File: src/rtl/tone_pkg.sv
// Shared definitions for the tone sequencer: note pitches, FSM encoding and
// the special period codes stored in the jingle ROM.
package tone_pkg;

  // Two octaves of the natural scale, in Hz
  typedef enum int {
    NOTE_C4 = 262, NOTE_D4 = 294, NOTE_E4 = 330, NOTE_F4 = 349,
    NOTE_G4 = 392, NOTE_A4 = 440, NOTE_B4 = 494,
    NOTE_C5 = 523, NOTE_D5 = 587, NOTE_E5 = 659, NOTE_F5 = 698,
    NOTE_G5 = 784, NOTE_A5 = 880, NOTE_B5 = 988
  } note_hz_t;

  typedef enum logic [1:0] {
    ST_IDLE   = 2'd0,
    ST_PLAY   = 2'd1,
    ST_FINISH = 2'd2
  } state_t;

  // Periods 0 and 1 cannot produce a square wave, so both mean rest
  localparam int REST_CODE     = 0;
  localparam int REST_CODE_ALT = 1;

  // The terminator is an all-ones period of the given width
  function automatic logic [31:0] term_code(input int per_w);
    return 32'hFFFF_FFFF >> (32 - per_w);
  endfunction

  function automatic int period_of(input int clk_pre, input int hz);
    return clk_pre / hz;
  endfunction

endpackage

File: src/rtl/tone_rom.sv
// Jingle table: maps (jingle, step) to a tone period in clocks.
// Purely combinational; unused steps and unknown jingles fall back safely.
module tone_rom
  import tone_pkg::*;
#(
  parameter int CLK_PRE = 50_000_000,
  parameter int PER_W   = 17,
  parameter int JW      = 2,
  parameter int SW      = 3
) (
  input  logic [JW-1:0]    jingle,
  input  logic [SW-1:0]    step,
  output logic [PER_W-1:0] period
);

  localparam logic [PER_W-1:0] P_DO   = PER_W'(period_of(CLK_PRE, NOTE_C5));
  localparam logic [PER_W-1:0] P_MI   = PER_W'(period_of(CLK_PRE, NOTE_E5));
  localparam logic [PER_W-1:0] P_FA   = PER_W'(period_of(CLK_PRE, NOTE_F5));
  localparam logic [PER_W-1:0] P_SO   = PER_W'(period_of(CLK_PRE, NOTE_G5));
  localparam logic [PER_W-1:0] P_LA   = PER_W'(period_of(CLK_PRE, NOTE_A5));
  localparam logic [PER_W-1:0] P_REST = PER_W'(REST_CODE);
  localparam logic [PER_W-1:0] P_TERM = PER_W'(term_code(PER_W));

  // Jingle 0 is also the default, which covers out-of-range selections
  always_comb begin
    period = P_TERM;
    case (jingle)
      JW'(1): begin
        case (step)
          SW'(0):  period = P_SO;
          SW'(1):  period = P_MI;
          SW'(2):  period = P_DO;
          default: period = P_TERM;
        endcase
      end
      JW'(2): begin
        case (step)
          SW'(0):  period = P_LA;
          SW'(1):  period = P_REST;
          SW'(2):  period = P_LA;
          default: period = P_TERM;
        endcase
      end
      JW'(3): begin
        case (step)
          SW'(0):  period = P_FA;
          default: period = P_TERM;
        endcase
      end
      default: begin
        case (step)
          SW'(0):  period = P_DO;
          SW'(1):  period = P_MI;
          SW'(2):  period = P_SO;
          default: period = P_TERM;
        endcase
      end
    endcase
  end

endmodule

File: src/rtl/tone_sequencer.sv
// Plays short buzzer jingles: steps through ROM periods one note slot at a
// time and drives an active-low PWM whose duty is set by the latched volume.
module tone_sequencer
  import tone_pkg::*;
#(
  parameter int CLK_PRE       = 50_000_000,
  parameter int NOTE_TICKS    = 15_000_000,
  parameter int SEQ_LEN       = 8,
  parameter int NUM_JINGLES   = 4,
  parameter int PER_W         = 17,
  parameter int VOL_MIN_SHIFT = 1
) (
  input  logic                           clk,
  input  logic                           rst,
  input  logic                           trig,
  input  logic [$clog2(NUM_JINGLES)-1:0] jingle_sel,
  input  logic [1:0]                     vol,
  input  logic                           abort,
  output logic                           pwm,
  output logic                           busy,
  output logic                           done,
  output logic [$clog2(SEQ_LEN)-1:0]     note_idx
);

  localparam int JW = $clog2(NUM_JINGLES);
  localparam int SW = $clog2(SEQ_LEN);
  localparam int DW = $clog2(NOTE_TICKS);

  localparam logic [DW-1:0]    DUR_LAST  = DW'(NOTE_TICKS - 1);
  localparam logic [DW-1:0]    GAP_START = DW'(NOTE_TICKS - (NOTE_TICKS >> 2));
  localparam logic [SW-1:0]    STEP_LAST = SW'(SEQ_LEN - 1);
  localparam logic [PER_W-1:0] TERM      = PER_W'(term_code(PER_W));

  state_t           state;
  logic [SW-1:0]    step;
  logic [PER_W-1:0] tone_cnt;
  logic [DW-1:0]    dur_cnt;
  logic [JW-1:0]    sel_l;
  logic [1:0]       vol_l;

  logic [PER_W-1:0] period;
  logic [PER_W-1:0] duty;
  logic [5:0]       shamt;
  logic             is_rest;
  logic             is_term;
  logic             tone_on;

  tone_rom #(
    .CLK_PRE (CLK_PRE),
    .PER_W   (PER_W),
    .JW      (JW),
    .SW      (SW)
  ) u_rom (
    .jingle (sel_l),
    .step   (step),
    .period (period)
  );

  assign is_rest = (period == PER_W'(REST_CODE)) || (period == PER_W'(REST_CODE_ALT));
  assign is_term = (period == TERM);
  assign shamt   = 6'(VOL_MIN_SHIFT) + 6'(vol_l);
  assign duty    = period >> shamt;

  // A zero duty never satisfies tone_cnt < duty, so such notes stay silent
  assign tone_on = (state == ST_PLAY) && !is_rest && !is_term &&
                   (dur_cnt < GAP_START) && (tone_cnt < duty);

  assign busy     = (state == ST_PLAY);
  assign done     = (state == ST_FINISH);
  assign note_idx = busy ? step : '0;

  // Abort beats trig; trig from IDLE or PLAY (re)starts from step 0
  always_ff @(posedge clk or posedge rst) begin
    if (rst) begin
      state    <= ST_IDLE;
      step     <= '0;
      tone_cnt <= '0;
      dur_cnt  <= '0;
      sel_l    <= '0;
      vol_l    <= '0;
      pwm      <= 1'b1;
    end else if (abort) begin
      state    <= ST_IDLE;
      step     <= '0;
      tone_cnt <= '0;
      dur_cnt  <= '0;
      pwm      <= 1'b1;
    end else begin
      pwm <= 1'b1;
      case (state)
        ST_IDLE: begin
          if (trig) begin
            sel_l    <= jingle_sel;
            vol_l    <= vol;
            step     <= '0;
            tone_cnt <= '0;
            dur_cnt  <= '0;
            state    <= ST_PLAY;
          end
        end
        ST_PLAY: begin
          if (trig) begin
            sel_l    <= jingle_sel;
            vol_l    <= vol;
            step     <= '0;
            tone_cnt <= '0;
            dur_cnt  <= '0;
          end else if (is_term) begin
            state <= ST_FINISH;
          end else begin
            pwm <= !tone_on;
            if (dur_cnt == DUR_LAST) begin
              dur_cnt  <= '0;
              tone_cnt <= '0;
              if (step == STEP_LAST) begin
                state <= ST_FINISH;
              end else begin
                step <= step + 1'b1;
              end
            end else begin
              dur_cnt <= dur_cnt + 1'b1;
              if (!is_rest) begin
                tone_cnt <= (tone_cnt >= period - 1'b1) ? '0 : tone_cnt + 1'b1;
              end
            end
          end
        end
        ST_FINISH: begin
          state <= ST_IDLE;
        end
        default: begin
          state <= ST_IDLE;
        end
      endcase
    end
  end

endmodule

File: config.mk
export PLATFORM = sky130hd
export DESIGN_NAME = tone_sequencer
export DESIGN_NICKNAME = d
export VERILOG_FILES = /design/src/rtl/tone_pkg.sv /design/src/rtl/tone_rom.sv /design/src/rtl/tone_sequencer.sv
export SDC_FILE = /design/constraint.sdc
export NUM_CORES = 1
export LEC_CHECK = 0
export ABC_CLOCK_PERIOD_IN_PS = 10400
export CORE_MARGIN = 5
export CORE_UTILIZATION = 40
export CTS_BUF_LIST = sky130_fd_sc_hd__clkbuf_8 sky130_fd_sc_hd__clkbuf_16
export DETAILED_ROUTE_END_ITERATION = 12
export PLACE_DENSITY = 0.63
export REMOVE_ABC_BUFFERS = 1
export SYNTH_ARGS = -nofsm -noshare
export SYNTH_HDL_FRONTEND = slang
export SYNTH_SLANG_ARGS = --single-unit
File: constraint.sdc
create_clock -name clk -period 10.4 [get_ports clk]
set_clock_uncertainty 0.2 [all_clocks]
set_input_delay 1.04 -clock clk [delete_from_list [all_inputs] [get_ports clk]]
set_output_delay 1.04 -clock clk [all_outputs]
set_load 0.02 [all_outputs]
* Word-level counts from Yosys, hierarchy flattened *
Index checks and enable logic that the tools add are counted.

storage, ports and cells
  bits in registers = 51
  bits of input ports = 8
  output and inout port bits = 6
  word-level logic and storage cells = 93

cells by class
  add/sub/neg operators = 5
  order comparisons = 3
  equality and inequality tests = 19
  shifts and indexed selects = 1
  mux-type cells = 38
  bitwise operators = 1
  reductions and logical operators = 19

operators with widths
  kind                                                                     number
  17-bit case mux with 3 select lines                                      3
  24-bit two-way mux                                                       5
  17-bit two-way mux                                                       7
  17-bit case mux with 2 select lines                                      2
  24-bit case mux with 2 select lines                                      1
  24-bit by 1-bit adder with 24-bit output (second input constant)         1
  24-bit equality test (second input constant)                             1
  24-bit less-than comparator (second input constant)                      1
  3-bit two-way mux                                                        7
  17-bit by 1-bit adder with 17-bit output (second input constant)         1
  17-bit by 1-bit equality test with 1-bit output (second input constant)  1
  17-bit equality test (second input constant)                             1
  17-bit greater-or-equal comparator                                       1
  17-bit logical NOT                                                       1
  17-bit less-than comparator                                              1
  17-bit by 3-bit right shift with 17-bit output                           1
  17-bit by 1-bit subtractor with 17-bit output (second input constant)    1
  16-bit two-way mux                                                       1
  2-bit two-way mux                                                        6
  4-bit by 2-bit != test with 1-bit output (second input constant)         2
  4-bit != test (second input constant)                                    2
  4-bit AND reduction                                                      2
  2-bit equality test (second input constant)                              3
  3-bit != test (second input constant)                                    2
  21 further kinds                                                         32

* Depth between registers and ports, before layout *
  depth after elaboration = 16
  gate-level depth with buffers = 18
  depth with buffers taken out = 16

* By module *
A second synthesis with hierarchy kept.

unflattened totals
  cell total of the unflattened synthesis = 532
  area, all modules = 4675.7 µm²

modules (own cells, without submodules)
  module          instances  cells each  area each (µm²)  seq. area each (µm²)
  tone_sequencer  1          476         4314.1           1277.5
  tone_rom        1          56          361.6            0.0

* Least setup slack after synthesis *
Ideal clock, no wire load.

  path type = reg2reg
  start = reg step[1]
  end = reg tone_cnt[3]
  setup time = 0.080 ns
  arrival = 3.855 ns
  required time = 10.120 ns
  slack = 6.265 ns
  stages on the path, launching flop included = 18
  buffers on the path = 2
  clock period less this slack = 4.135 ns
  cells stage by stage = dfrtp_1 -> inv_1 -> ha_1 -> clkbuf_1 -> nor2_1 -> a31oi_1 -> nor2_1 -> ha_1 -> and3_1 -> nor3_1 -> ha_1 -> a2111oi_2 -> o21ai_1 -> o221a_2 -> a211oi_4 -> nand2b_4 -> buf_6 -> o22ai_2

on the way
  cells in the longest elaborated chain, start to end = 13
  elaborated cells between the ends (all ways) = 25
  classes of those cells = add/sub: 1; order compare: 1; eq/ne: 6; mux: 12; reduce/logical: 5

ends and longest elaborated chain
  what                                                                                 line                   source
  from (decl)                                                                          tone_sequencer.sv:35   logic [SW-1:0] step;
  from (signal assigned)                                                               tone_sequencer.sv:118  step <= step + 1'b1;
  3-bit by 2-bit equality test with 1-bit output or 3-bit logical NOT (tied branches)  n/a
  2-bit OR reduction (no line)                                                         n/a
  17-bit case mux with 2 select lines                                                  tone_rom.sv:37         case (step)
  17-bit case mux with 3 select lines *                                                tone_rom.sv:27         case (jingle)
  17-bit by 1-bit subtractor with 17-bit output                                        tone_sequencer.sv:123  tone_cnt <= (tone_cnt >= period - 1'b1) ? '0 : tone_cnt + 1'b1;
  17-bit greater-or-equal comparator                                                   tone_sequencer.sv:123
  17-bit two-way mux                                                                   tone_sequencer.sv:123
  17-bit two-way mux                                                                   tone_sequencer.sv:122  if (!is_rest) begin
  17-bit two-way mux                                                                   tone_sequencer.sv:112  if (dur_cnt == DUR_LAST) begin
  17-bit two-way mux                                                                   tone_sequencer.sv:108  end else if (is_term) begin
  17-bit two-way mux                                                                   tone_sequencer.sv:102  if (trig) begin
  17-bit case mux with 2 select lines                                                  tone_sequencer.sv:90   case (state)
  17-bit two-way mux                                                                   tone_sequencer.sv:82   end else if (abort) begin
  to (signal assigned)                                                                 tone_sequencer.sv:123
  to (decl)                                                                            tone_sequencer.sv:36   logic [PER_W-1:0] tone_cnt;

Mark *: on every way between the ends. The rest lies on a longest branch, timed or not. The select of a mux whose other input is x is not followed.
A chain may end at the register's enable or synchronous reset.

* Worst setup path in the final report *
  start = reg step[1]
  end = reg tone_cnt[2]

The elaborated chain is that of the path after synthesis.

==> metrics.cfg <==
[floorplanning]
core-area_um2=11300
die-area_um2=13600
dieWidth_um=117
start_util_pct=40.4
pin_count=14
rows=39
die_y_um=117

[synth]
ys.warnings.count=0
netlist_area_um2=4560
netlist.area_leader.share_pct=27.5
ys_seq_elements=51
syn_area_per_cell_um2=8.47
synth-adder-area-share_pct=11.8
synthArstFlopShare_pct=100
synth_compound_area_share_pct=20.7
synth_mux_area_share_pct=3.98
synth_xor_area_share_pct=4.42
yosys.area_share.simple_pct=26.7
synth.largest_area_cell=dfrtp_1
ys_seq_area_share_pct=28.0
synth_top_family_by_area=simple AND/OR/NAND/NOR gates
synth_cell_type_count=76
syn_inst=538
synthFlopType=dfrtp_1
synthTopCellsByArea=dfrtp_1 (27%), ha_1 (12%), nor2_1 (5.4%)
synth_edf_count=0

[grt]
grt_first_pass_wirelength_um=18800
grt_pass1_vias=3757
grt_remaining_overflow=0
grt_antenna_before_repair=0
grt.total_usage_pct=17.2
grt_max_degree=52

[hold_path]
hold_path.class=reg -> reg

[timing]
worstMarginPinSlew_ns=0.995
hold_viol_final=0
layout_setup_ws_ns=5.35
finalCritPeriodShare_pct=48.6
post-route-min-period_ns=5.05
relSlewSlack_pct=33.6
tns_ns=0
fmax_mhz=198
setup_viol=0
drv_slew=0
rsz0062_at_grt=false

[critical_path]
slowest_delay_ns=0.70
cp.arrival_ns=5.05
crit_path_frequent_cell=ha_1
slowest_stage=a211oi_4
required_ns=10.39
endpoint_kind=flop
crit_type=reg -> reg
crit_path_start_kind=flop
path_cells=inv_1 > ha_1 > nand2_1 > a21oi_1 > nor2_1 > nor2_1 > ha_1 > and3_1 > nor3_1 > ha_1 > a2111oi_2 > o21ai_1 > o221a_2 > a211oi_4 > nand2b_4 > o311ai_1
cp_max_fo=17

[clock_network]
cts_setup_buffers=0
clkTransAtPathRegs_ns=0.08
cts_buffers=5
root_buffer=clkbuf_16
ctsHoldBuffers=0
cts_tree=built
clkLatencyLatePin_ns=0.30
cts_sinks=51
cts.htree.levels=2
clk_path_buf_depth=2
cts_resized=0

[power]
peakVddDrop_mv=0.0661
p_switching_uw=172
p_comb_share_pct=23.0
p_total_uw=546
powerDensity_nw_per_um2=110
swShare_pct=31.4
seqPwrFrac_pct=39.8
power_leakage_nw=2.08
power.internal_uw=374
pwr-share-clk_pct=37.2

[placed_design]
hpwl_um=8250
port_buffers=13
dp_slack_ns=5.40
gp_congestion=0.894

[detailed_routing]
wl_met3_um=614
ant_nets=0
dr.first_iter.drc_count=307
met1Wirelength_um=5180
drc=0
wl_um=11300
vias=4008
firstDrtPassIters=4
vias_per_cell=5.90
wl_per_cell_um=16.6
highest_layer=met4
wl_met2_um=5340

[run_status]
status=completed

[layout]
most-common-layout-cells=nor2_1 (66), dfrtp_1 (50), ha_1 (43)
fill_cells=1092
nNetsFinal=586
final_util_pct=43.9
diodes=0
final_common_cell=nor2_1
area_growth_pct=8.48
drive_gt1_share_pct=9.14

[run]
cap_violations=0

[layout make-up]
| type | count | area, um^2 | area share [%] |
|---|---|---|---|
| clock buffer | 6 | 139 | 2.81 |
| multi-input combinational | 439 | 3080 | 62.3 |
| tap | 143 | 179 | 3.62 |
| clock inverter | 2 | 38.8 | 0.785 |
| timing repair buffer | 15 | 145 | 2.94 |
| sequential | 51 | 1280 | 25.8 |
| inverter | 23 | 86.3 | 1.75 |
[worst paths after layout]
| check | cells after the start | start | to | slack (ns) |
|---|---|---|---|---|
| min in group asynchronous | 3 | rst | dur_cnt[8] | 1.05 |
| max in group asynchronous | 3 | rst | dur_cnt[0] | 8.50 |
| worst min-delay path | 1 | state[1] | state[0] | 0.36 |
| worst min register to register | 1 | state[1] | state[0] | 0.36 |
| worst max register to register | 16 | step[1] | tone_cnt[2] | 5.35 |
| worst max-delay path | 16 | step[1] | tone_cnt[2] | 5.35 |
[worst max-delay path: cells and delay by family, from the launching register on]
kind,cells,cell delay [ns]
AO/OA/AOI/OAI,6,2.04
adder cells (fa/ha/maj),3,1.05
buffers and inverters,1,0.18
flip-flops,1,0.47
AND/OR/NAND/NOR,6,1.00
[Yosys cell counts (7+ instances only)]
cell type and count:
o211ai_1 8, nor2_1 66, xor2_1 8, nand2_1 42
nand4_1 17, a21oi_1 31, xnor2_1 15, dfrtp_1 50
and3_1 13, nand3_1 20, inv_1 23, o21ai_0 22
ha_1 43, nor4_1 9, clkbuf_1 13, mux2i_1 8
nor3b_1 7, mux2_2 7, nor3_1 14, buf_2 7
[metal layers]
metal,up-vias,global-route usage [%]
li1,1966,-
met1,1912,23.3
met2,114,28.7
met3,16,2.95
met4,0,3.75
met5,-,0
[registers in the layout (all words and copies together), names as in the netlist]
name,flops
state,2
tone_cnt,17
sel_l,2
vol_l,2
step,3
dur_cnt,24
pwm,1
[power by group through the flow]
stage          combinational [mW]  sequential [mW]  clock (mW)
6_report                    0.125            0.217       0.203
5_1_grt                     0.143            0.219       0.215
4_1_cts                     0.126            0.217       0.209
3_5_place_dp                0.125            0.221           0
3_3_place_gp                0.123            0.220           0
2_1_floorplan              0.0936            0.217           0
[cell families after synthesis]
group / count (synthesis)
flops: 51
fa+ha+maj: 43
buf+inv: 48
mux: 16
simple gates: 230
xor+xnor: 23
compound gates: 127
[metrics by stage]
stage / cells / area [um^2] / hold WS [ns]
final: 679 / 4940 / 0.363
after global routing: 679 / 4940 / 0.413
after CTS: 679 / 4940 / 0.369
after detailed placement: 671 / 4770 / 0.360
after global placement: 671 / 4770 / 0.338
after floorplan: 513 / 4440 / 0.303
Note: power is estimated with default switching activity, not from simulation.
